File: src/rtl/serv_timer_resp.sv
// RISC-V machine timer (64-bit mtime/mtimecmp) exposed as a Wishbone-style data-bus target.
// Ack arrives WAIT+1 cycles after cyc and never in two consecutive cycles; o_timer_irq is registered.
module serv_timer_resp #(
  parameter int PRESCALE = 1,
  parameter int WAIT     = 0
) (
  input  logic        i_clk,
  input  logic        i_rst_n,
  input  logic [3:0]  i_wb_adr,
  input  logic [31:0] i_wb_dat,
  input  logic [3:0]  i_wb_sel,
  input  logic        i_wb_we,
  input  logic        i_wb_cyc,
  output logic [31:0] o_wb_rdt,
  output logic        o_wb_ack,
  output logic        o_timer_irq
);

  localparam int PW = (PRESCALE > 1) ? $clog2(PRESCALE) : 1;
  localparam int WW = (WAIT > 1) ? $clog2(WAIT) : 1;
  localparam logic [PW-1:0] PS_LAST   = PW'(PRESCALE - 1);
  localparam logic [WW-1:0] WAIT_LOAD = WW'((WAIT > 0) ? WAIT - 1 : 0);

  typedef enum logic [1:0] {S_IDLE, S_WAIT, S_ACK} state_t;

  state_t          state_q;
  logic [WW-1:0]   wait_q;
  logic            ack_q;
  logic [PW-1:0]   ps_q, ps_d;
  logic [63:0]     mtime_q, mtime_d;
  logic [63:0]     mtimecmp_q, mtimecmp_d;
  logic            irq_q;
  logic            tick;
  logic            wr_en;
  logic [31:0]     rdat;
  logic            unused_adr;

  assign unused_adr = ^i_wb_adr[1:0];

  function automatic logic [31:0] merge(input logic [31:0] old, input logic [31:0] dat,
                                        input logic [3:0] sel);
    logic [31:0] res;
    res = old;
    for (int b = 0; b < 4; b++) begin
      if (sel[b]) res[8*b +: 8] = dat[8*b +: 8];
    end
    return res;
  endfunction

  always_ff @(posedge i_clk or negedge i_rst_n) begin
    if (!i_rst_n) begin
      state_q <= S_IDLE;
      wait_q  <= '0;
      ack_q   <= 1'b0;
    end else begin
      ack_q <= 1'b0;
      case (state_q)
        S_IDLE: begin
          if (i_wb_cyc) begin
            if (WAIT > 0) begin
              state_q <= S_WAIT;
              wait_q  <= WAIT_LOAD;
            end else begin
              state_q <= S_ACK;
              ack_q   <= 1'b1;
            end
          end
        end
        S_WAIT: begin
          // A dropped cyc abandons the access before anything is committed.
          if (!i_wb_cyc) begin
            state_q <= S_IDLE;
          end else if (wait_q == '0) begin
            state_q <= S_ACK;
            ack_q   <= 1'b1;
          end else begin
            wait_q <= wait_q - WW'(1);
          end
        end
        S_ACK:   state_q <= S_IDLE;
        default: state_q <= S_IDLE;
      endcase
    end
  end

  assign tick  = (ps_q == PS_LAST);
  assign ps_d  = tick ? '0 : ps_q + PW'(1);
  assign wr_en = ack_q & i_wb_we;

  always_comb begin
    mtime_d    = mtime_q;
    mtimecmp_d = mtimecmp_q;
    // A bus write to either mtime half pre-empts the whole 64-bit increment.
    if (wr_en && !i_wb_adr[3]) begin
      if (i_wb_adr[2]) mtime_d[63:32] = merge(mtime_q[63:32], i_wb_dat, i_wb_sel);
      else             mtime_d[31:0]  = merge(mtime_q[31:0],  i_wb_dat, i_wb_sel);
    end else if (tick) begin
      mtime_d = mtime_q + 64'd1;
    end
    if (wr_en && i_wb_adr[3]) begin
      if (i_wb_adr[2]) mtimecmp_d[63:32] = merge(mtimecmp_q[63:32], i_wb_dat, i_wb_sel);
      else             mtimecmp_d[31:0]  = merge(mtimecmp_q[31:0],  i_wb_dat, i_wb_sel);
    end
  end

  always_ff @(posedge i_clk or negedge i_rst_n) begin
    if (!i_rst_n) begin
      ps_q       <= '0;
      mtime_q    <= '0;
      mtimecmp_q <= '1;
      irq_q      <= 1'b0;
    end else begin
      ps_q       <= ps_d;
      mtime_q    <= mtime_d;
      mtimecmp_q <= mtimecmp_d;
      irq_q      <= (mtime_q >= mtimecmp_q);
    end
  end

  always_comb begin
    rdat = '0;
    case (i_wb_adr[3:2])
      2'd0:    rdat = mtime_q[31:0];
      2'd1:    rdat = mtime_q[63:32];
      2'd2:    rdat = mtimecmp_q[31:0];
      default: rdat = mtimecmp_q[63:32];
    endcase
  end

  assign o_wb_rdt    = ack_q ? rdat : 32'd0;
  assign o_wb_ack    = ack_q;
  assign o_timer_irq = irq_q;

endmodule

File: config.mk
export PLATFORM = sky130hd
export DESIGN_NAME = serv_timer_resp
export DESIGN_NICKNAME = d
export VERILOG_FILES = /design/src/rtl/serv_timer_resp.sv
export SDC_FILE = /design/constraint.sdc
export NUM_CORES = 1
export LEC_CHECK = 0
export BUFFER_PORTS_ARGS = -buffer_cell sky130_fd_sc_hd__buf_2
export CAP_MARGIN = 0
export CELL_PAD_IN_SITES_DETAIL_PLACEMENT = 1
export CELL_PAD_IN_SITES_GLOBAL_PLACEMENT = 1
export CORE_ASPECT_RATIO = 1.75
export CORE_MARGIN = 8
export CORE_UTILIZATION = 50
export CTS_BUF_LIST = sky130_fd_sc_hd__clkbuf_4 sky130_fd_sc_hd__clkbuf_8 sky130_fd_sc_hd__clkbuf_16
export DETAILED_ROUTE_END_ITERATION = 8
export PLACE_DENSITY = 0.91
export SKIP_CTS_REPAIR_TIMING = 1
export SLEW_MARGIN = 20
export SYNTH_ARGS = -nofsm -noshare
export SYNTH_HDL_FRONTEND = slang
export SYNTH_SLANG_ARGS = --single-unit
File: constraint.sdc
create_clock -name i_clk -period 3.4 [get_ports i_clk]
set_input_delay 0.17 -clock i_clk [delete_from_list [all_inputs] [get_ports i_clk]]
set_output_delay 0.17 -clock i_clk [all_outputs]
set_load 0.01 [all_outputs]
==> flow_summary.yaml, run 1 <==
final_layout:
  fin_nets: 1206
  regArea_sq_mm: 0.003358
  area_delta_synth_final_pct: 14.20
  fin_util_pct: 57.93
  multi_input_area_sq_mm: 0.005313
  antennaDiodeCount: 0
  nFillCells: 2119
  most-common-layout-cells: "142 x nand2_1, 94 x nor2_1, 84 x o21ai_0, 74 x buf_2, 70 x inv_1"
  final_common_cell: "nand2_1"
  fin_area_sq_mm: 0.01041
  drive_above_1_share_pct: 23.87
floorplanning:
  rows: 65
  die_w_um: 118.1
  die_y_um: 194.6
  initial_core_util_pct: 50.72
  dieArea_sq_mm: 0.02298
  io-pin-count: 78
  coreArea_sq_mm: 0.01797
timing:
  layout_min_cycle_time_ps: 2719
  grt_setup_unrepaired: "false"
  setup_viol: 0
  timing.fmax_ghz: 0.3678
  worst_pin_slew_ps: 1047
  slew-limit-headroom_pct: 30.17
  fin_hold_ws_ps: -22.07
  hold_violations: 7
  setup-tns-final_ps: 0
  drv_slew: 0
  fin_crit_sh_pct: 79.96
  final.setup_skew_ps: 7.790
outcome:
  status: "finished with violations"
  violations: "hold timing"
synthesis:
  yosysTopAreaCell: "dfstp_2"
  synth-seq-cells: 131
  syn_inst: 1015
  synth_area_leaders: "dfstp_2 18%, dfrtp_1 18%, ha_1 8.9%"
  yosys_warnings: 0
  yosysTopAreaCellShare_pct: 18.45
  synth_cell_type_count: 74
  async_reset_ff_share_pct: 100.0
  syn-cell-area_sq_mm: 0.009116
  syn_nets: 1124
  syn_area_per_cell_sq_um: 8.982
  synth_edf_count: 0
  ys_seq_area_share_pct: 36.84
  ys.flop_type: "dfrtp_1"
pwr:
  powerDensity_mw_per_mm2: 696.4
  leakage_nw: 4.432
  ir_worst_vdd_uv: 338.6
clock_tree:
  clock_tree.buffer_depth: 2
  clock-sinks: 131
  worst_skew_pair.late_latency_ps: 450
  path_clk_slew_ps: 60
  cts_buffers: 17
  cts_root_buffer: "clkbuf_16"
  cts_tree: "done"
  h-tree-depth: 4
worst_setup_path:
  cp.depth: 7
  start_kind: "flip-flop"
  ff2ff_setup_slack_ps: 680
  critical_path.max_stage_delay_ps: 570
  rr_worst_depth: 7
  crit_family: "simple AND/OR/NAND/NOR gates"
  cp-startpoint: "mtime_q[0]"
  required_ps: 3720
  slowest_stage: "nor3_1"
  crit_type: "reg2reg"
  worst-path-buf-inv: 0
  end_kind: "flip-flop"
  cp_max_fo: 7
  worst_r2r_startpoint: "mtime_q[0]"
  worstPathCellList: "ha_1, nand3_1, nor2_1, nand4_2, nor3_1, a31o_2, o211ai_1"
  crit_arrival_ps: 3030
route:
  drtIter0Drc: 671
  via_per_inst: 6.746
  first_pass_iters: 5
  post_drt_wl_per_cell_um: 26.28
  wl_mm: 35.32
  drc_errors: 0
  vias: 9066
  ant_nets: 0
place:
  place_hpwl_mm: 24.06
  gp_congestion: 0.9053
  io_buffers: 75
  place_area_sq_mm: 0.009782
worst_hold_path:
  hp-class: "in2reg"
  holdCritStartpoint: "i_wb_dat[5]"
  hold_depth: 3
global_routing:
  antenna_found_initial: 0
  grt_overflow: 0
  grt.total_usage_pct: 31.08
  grt_pass1_wl_mm: 55.90
  grt_pass1_vias: 10170
  grt_max_degree: 85
job:
  maxCapViolCount: 0
-- worst reg2reg max path: stages, from the launching register on --
cell,delay (ps)
dfrtp_1,470
ha_1,240
nand3_1,220
nor2_1,400
nand4_2,380
nor3_1,570
a31o_2,250
o211ai_1,80
-- report_power, final --
group	internal (mW)	leakage, nW	switching, mW	total (mW)
clock	1.22	0.309	0.732	1.95
combinational	1.07	2.71	1.49	2.56
sequential	2.13	1.41	0.606	2.74
-- kinds of logic (layout without fill, tap and decap cells) --
group	Yosys count	in the layout	share of synthesized area [%]
AO/OA/AOI/OAI	238	238	16.33
XOR/XNOR	5	5	0.4805
flip-flops	131	131	36.84
AND/OR/NAND/NOR	436	436	24.36
buffers and inverters	106	201	4.886
adder cells (fa/ha/maj)	65	65	8.921
multiplexers	34	34	8.180
-- Yosys cell counts, types with 6 or more instances --
| cell type | instances |
|---|---|
| nand2_1 | 142 |
| nor2_1 | 94 |
| o21ai_0 | 84 |
| inv_1 | 70 |
| dfrtp_1 | 67 |
| ha_1 | 65 |
| dfstp_2 | 64 |
| a21oi_1 | 56 |
| nand3_1 | 46 |
| and2_1 | 35 |
| mux4_2 | 31 |
| a211oi_1 | 22 |
| nor3_1 | 22 |
| clkbuf_1 | 21 |
| nand4_1 | 19 |
| and3_1 | 12 |
| o22ai_1 | 11 |
| nor4_1 | 9 |
| o211ai_1 | 8 |
| o21a_1 | 8 |
| a311oi_1 | 6 |
| nor2b_1 | 6 |
| o221a_2 | 6 |
-- cell type report --
type,instances,share of cell area [%]
Multi-Input combinational cell,778,51.03
Timing Repair Buffer,99,5.528
Clock buffer,28,5.180
Sequential cell,131,32.26
Inverter,70,2.524
Tap cell,234,2.812
Clock inverter,4,0.6730
-- final timing paths --
kind                                   to
setup / recovery              mtime_q[48]
hold / removal             mtimecmp_q[37]
max in group asynchronous  mtimecmp_q[44]
hold reg to reg                  o_wb_ack
setup reg to reg              mtime_q[48]
min in group asynchronous      state_q[1]
-- registers in the layout (all words and copies together), names as in the netlist --
| name | flops |
|---|---|
| mtime_q | 64 |
| mtimecmp_q | 64 |
| o_timer_irq | 1 |
| o_wb_ack | 1 |
| state_q | 1 |
-- metal layers --
metal / share of wire (%) / vias to the layer above / GRT usage (%) / wire length (um)
met3: 6.2 / 212 / 7.023 / 2182
met5: 0 / - / 0 / 0
met2: 51 / 459 / 53.61 / 18060
met1: 34 / 4542 / 31.28 / 12100
met4: 8.4 / 0 / 25.95 / 2983
li1: - / 3853 / - / -
-- per-stage QoR --
step	power (mW)	worst slack, ps	instances	hold WS, ps
2_1_floorplan	4.166	1391	1015	-125.6
3_3_place_gp	4.906	839.2	1310	227.8
3_5_place_dp	5.112	760.6	1310	237.8
4_1_cts	7.190	722.0	1342	-224.4
5_1_grt	7.596	500.8	1344	0.5255
6_report	7.250	681.3	1344	-22.07
Power figures use the tool's default switching activity.
==> inputs of run 2 (changes only) <==
CORE_UTILIZATION = 47   (was 50)
PLACE_DENSITY = 0.86   (was 0.91)
clock period = 2.54 ns   (was 3.4 ns; I/O delays follow)
==> run 2 against run 1 <==
Against the previous run: the run still ends with hold timing left; critical path depth rose by 2; largest cell class unchanged; critical endpoint is now o_timer_irq; flip-flop and latch count unchanged; sequential power increased by 29%; highest routed layer unchanged; combinational power is 46% higher.
==> flow_summary.yaml, run 2 (same netlist as run 1, synthesis figures left out) <==
outcome:
  status: "finished with violations"
  violations: "hold timing"
route:
  via_per_inst: 6.423
  post_drt_wl_per_cell_um: 25.05
  drtIter0Drc: 655
  vias: 9057
  ant_nets: 0
  wl_mm: 35.32
  first_pass_iters: 5
  drc_errors: 0
floorplanning:
  coreArea_sq_mm: 0.01911
  rows: 67
  dieArea_sq_mm: 0.02428
  initial_core_util_pct: 47.70
  die_w_um: 121.3
  die_y_um: 200.2
  io-pin-count: 78
clock_tree:
  cts_buffers: 17
  h-tree-depth: 4
  cts_tree: "done"
  clock-sinks: 131
  worst_skew_pair.late_latency_ps: 450
  cts_root_buffer: "clkbuf_16"
  path_clk_slew_ps: 60
  clock_tree.buffer_depth: 2
timing:
  worst_pin_slew_ps: 582.3
  timing.fmax_ghz: 0.4070
  slew-limit-headroom_pct: 60.88
  setup_viol: 0
  final.setup.worst_slack_ps: 82.88
  fin_crit_sh_pct: 96.74
  final.setup_skew_ps: 10.66
  hold_violations: 6
  fin_hold_ws_ps: -49.88
  drv_slew: 0
  grt_setup_unrepaired: "true"
  layout_min_cycle_time_ps: 2457
worst_setup_path:
  start_kind: "flip-flop"
  required_ps: 2900
  crit_type: "reg2reg"
  end_kind: "flip-flop"
  path_common_cell: "buf_4"
  critical_path.max_stage_delay_ps: 540
  ff2ff_setup_slack_ps: 80
  cp_max_fo: 3
  crit_arrival_ps: 2810
  slowest_stage: "dfstp_2"
  worstPathCellList: "inv_1, ha_1, nand4_1, buf_4, nor4_2, buf_4, nand2_1, or3_1, o211ai_1"
pwr:
  powerDensity_mw_per_mm2: 889.2
  p_sw_mw: 3.816
  ir_worst_vdd_uv: 479.4
  totalPowerFinal_mw: 9.729
  p_int_mw: 5.913
  leakage_nw: 4.692
  switching_share_pct: 39.22
  seq_power_share_pct: 36.3
  pwr-share-comb_pct: 38.6
  clkPwrFrac_pct: 25.1
place:
  gp_congestion: 0.9094
  post-place-ws_ps: 40.27
  io_buffers: 75
  place_hpwl_mm: 24.63
global_routing:
  grt_pass1_vias: 9852
  antenna_found_initial: 0
  grt_overflow: 0
  grt_max_degree: 56
  grt.total_usage_pct: 28.12
  grt_pass1_wl_mm: 53.15
final_layout:
  antennaDiodeCount: 0
  drive_above_1_share_pct: 25.75
  final_common_cell: "nand2_1"
  fin_nets: 1266
  top_regs: "mtime_q x64, mtimecmp_q x64"
  area_delta_synth_final_pct: 20.01
  most-common-layout-cells: "142 x nand2_1, 92 x nor2_1, 84 x o21ai_0, 74 x buf_2, 70 x inv_1"
job:
  maxCapViolCount: 0
worst_hold_path:
  hp-class: "in2reg"
run 2: cell count changes in the layout (fill, tap and decap cells not counted), moves of 3 or more:
cell	delta
buf_12	+3
clkbuf_4	-5
dlygate4sd3_1	+26
buf_4	+30
clkinv_2	+6
clkbuf_8	-4
run 2: worst paths after layout:
| check | depth (start not counted) | end | startpoint |
|---|---|---|---|
| setup / recovery | 9 | o_timer_irq | mtimecmp_q[63] |
| hold / removal | 3 | mtimecmp_q[12] | i_wb_dat[12] |
| hold reg to reg | 1 | state_q[1] | state_q[1] |
| max in group asynchronous | 3 | mtimecmp_q[54] | i_rst_n |
| min in group asynchronous | 2 | state_q[1] | i_rst_n |
| setup reg to reg | 9 | o_timer_irq | mtimecmp_q[63] |
run 2: layout make-up:
type | instances | area, sq um
tap | 241 | 301.5
multi-input combinational | 778 | 5324
clock inverter | 12 | 115.1
inverter | 70 | 262.8
clock buffer | 19 | 446.7
timing repair buffer | 159 | 1132
sequential | 131 | 3358
fill | 2260 | 8173
run 2: power groups by stage:
stage | clock network [mW] | logic (mW) | registers (mW)
finish | 2.45 | 3.75 | 3.53
detailed placement | 0 | 3.52 | 3.51
global placement | 0 | 3.32 | 3.46
floorplan | 0 | 2.25 | 3.32
global route | 2.54 | 4.12 | 3.59
CTS | 2.46 | 3.62 | 3.50
run 2: worst max-delay path, delay by kind of cell (launching register included):
kind                       cells  cell delay, ps
and+or+nand+nor                4             860
DFF                            1             540
buffers and inverters          3             450
adders and majority gates      1             350
AOI/OAI and AO/OA              1             170
run 2: per-stage QoR:
stage          cell area [sq um]  setup TNS, ps  hold slack (ps)  instances  util [%]
6_report                   10940              0           -49.88       1410     57.24
3_5_place_dp               10090              0            131.6       1351     52.78
2_1_floorplan               9116              0           -168.6       1015         -
4_1_cts                    10650              0           -337.0       1382     55.71
3_3_place_gp               10090              0            124.4       1351     52.78
5_1_grt                    10940         -15.07           -14.06       1410     57.24
run 2: layer usage:
metal / part of all wire (%) / up-vias / GRT usage, %
met5: 0 / - / 0
met4: 7.5 / 0 / 21.00
met3: 4.7 / 170 / 4.844
met2: 53 / 379 / 49.77
met1: 35 / 4537 / 28.48
li1: - / 3971 / -
==> inputs of run 3 (changes only) <==
CAP_MARGIN = 20   (was 0)
REMOVE_ABC_BUFFERS = 1   (was default)
==> run 3 against run 2 <==
Against the previous run: the flow still finishes with violations (hold timing); sequential power hardly changed; critical path depth is 1 lower; wire length is 0.63% lower; highest routed layer unchanged.
==> flow_summary.yaml, run 3 (same netlist as run 1, synthesis figures left out) <==
outcome:
  status: "finished with violations"
  violations: "hold timing"
pwr:
  clkPwrFrac_pct: 27.4
  p_sw_mw: 3.758
  p_int_mw: 6.203
  pwr-share-comb_pct: 37.5
  seq_power_share_pct: 35.1
  switching_share_pct: 37.73
  ir_worst_vdd_uv: 489.1
  leakage_nw: 4.747
  powerDensity_mw_per_mm2: 902.3
  totalPowerFinal_mw: 9.961
place:
  io_buffers: 75
  gp_congestion: 0.9270
  dpl.cell_count: 1357
  place_area_sq_mm: 0.01009
  place_hpwl_mm: 24.67
  post-place-ws_ps: 124.5
timing:
  drv_slew: 0
  slew-limit-headroom_pct: 45.04
  fin_crit_sh_pct: 95.41
  setup-tns-final_ps: 0
  timing.fmax_ghz: 0.4127
  grt_setup_unrepaired: "false"
  hold_violations: 6
  worst_pin_slew_ps: 824.4
  fin_hold_ws_ps: -25.54
  final.setup_skew_ps: 11.54
  final.setup.worst_slack_ps: 116.7
  layout_min_cycle_time_ps: 2423
  setup_viol: 0
route:
  post_drt_wl_per_cell_um: 24.77
  vias: 9114
  ant_nets: 0
  drc_errors: 0
  wl_mm: 35.09
  via_per_inst: 6.432
  drtIter0Drc: 620
  first_pass_iters: 5
final_layout:
  area_delta_synth_final_pct: 21.09
  antennaDiodeCount: 0
  top_regs: "mtime_q x64, mtimecmp_q x64"
  final_common_cell: "nand2_1"
  fin_nets: 1273
  drive_above_1_share_pct: 26.19
  finalNonFillerCells: 1417
  most-common-layout-cells: "142 x nand2_1, 91 x nor2_1, 84 x o21ai_0, 74 x buf_2, 70 x inv_1"
  fin_area_sq_mm: 0.01104
  nFillCells: 2222
worst_setup_path:
  end_kind: "flip-flop"
  required_ps: 2840
  crit_type: "reg2reg"
  start_kind: "flip-flop"
  rr_worst_depth: 8
  crit_arrival_ps: 2720
  cp_max_fo: 7
  ff2ff_setup_slack_ps: 120
clock_tree:
  clock_tree.buffer_depth: 2
  worst_skew_pair.late_latency_ps: 440
  cts_root_buffer: "clkbuf_16"
  clock-sinks: 131
  cts_tree: "done"
  cts_buffers: 17
  h-tree-depth: 4
  path_clk_slew_ps: 60
floorplanning:
  initial_core_util_pct: 47.70
  die_y_um: 200.2
  dieArea_sq_mm: 0.02428
  coreArea_sq_mm: 0.01911
  rows: 67
  io-pin-count: 78
  die_w_um: 121.3
global_routing:
  grt_pass1_wl_mm: 54.14
  antenna_found_initial: 0
  grt_overflow: 0
  grt_pass1_vias: 9904
  grt.total_usage_pct: 28.79
  grt_max_degree: 66
job:
  maxCapViolCount: 0
worst_hold_path:
  hold_depth: 3
  hp-class: "in2reg"
-- run 3: cell count changes in the layout (fill, tap and decap cells not counted), sizes merged --
cell         previous run  this run
bufinv                  2         4
clkinv                  8         4
clkbuf                 19        22
buf                   131       137
clkinvlp                2         1
dlygate4sd3            28        29
-- run 3: final timing paths --
path | from | to
worst max-delay path | mtime_q[0] | mtime_q[52]
worst max register to register | mtime_q[0] | mtime_q[52]
worst min register to register | state_q[1] | o_wb_ack
min in group asynchronous | i_rst_n | mtime_q[60]
worst min-delay path | i_wb_dat[7] | mtimecmp_q[7]
max in group asynchronous | i_rst_n | mtimecmp_q[25]
-- run 3: area by class of cell --
class	instances	area, sq um	area share [%]
Timing Repair Buffer	166	1150	10.42
Tap cell	241	301.5	2.732
Clock buffer	22	488.0	4.420
Sequential cell	131	3358	30.42
Inverter	70	262.8	2.380
Multi-Input combinational cell	778	5328	48.26
Clock inverter	9	151.4	1.371
-- run 3: worst max-delay path, cell delays in order, from the launching register on --
cell and delay [ps]:
dfrtp_1 490, ha_1 260, nand3_1 150, nor2_2 300
nand4_2 280, buf_4 250, nor4_4 270, xnor2_1 160
a21oi_1 110
-- run 3: routing by layer --
layer	wire length (um)	share of wire, %	track usage (%)
met1	12410	35	29.87
met2	18640	53	50.21
met3	1579	4.5	5.210
met4	2467	7.0	21.00
met5	0	0	0
-- run 3: power by group through the flow --
stage	Clock, mW	Sequential [mW]	Combinational, mW
floorplan	0	3.33	2.19
global placement	0	3.43	3.35
detailed placement	0	3.48	3.55
CTS	2.75	3.47	3.62
global route	2.83	3.56	4.11
finish	2.73	3.50	3.74
-- run 3: through the flow --
stage                     hold slack (ps)  util, %
final                              -25.54    57.76
after global routing                1.635    57.76
after CTS                          -284.8    56.16
after global placement              182.9    52.81
after floorplan                    -168.6        -
after detailed placement            179.3    52.81
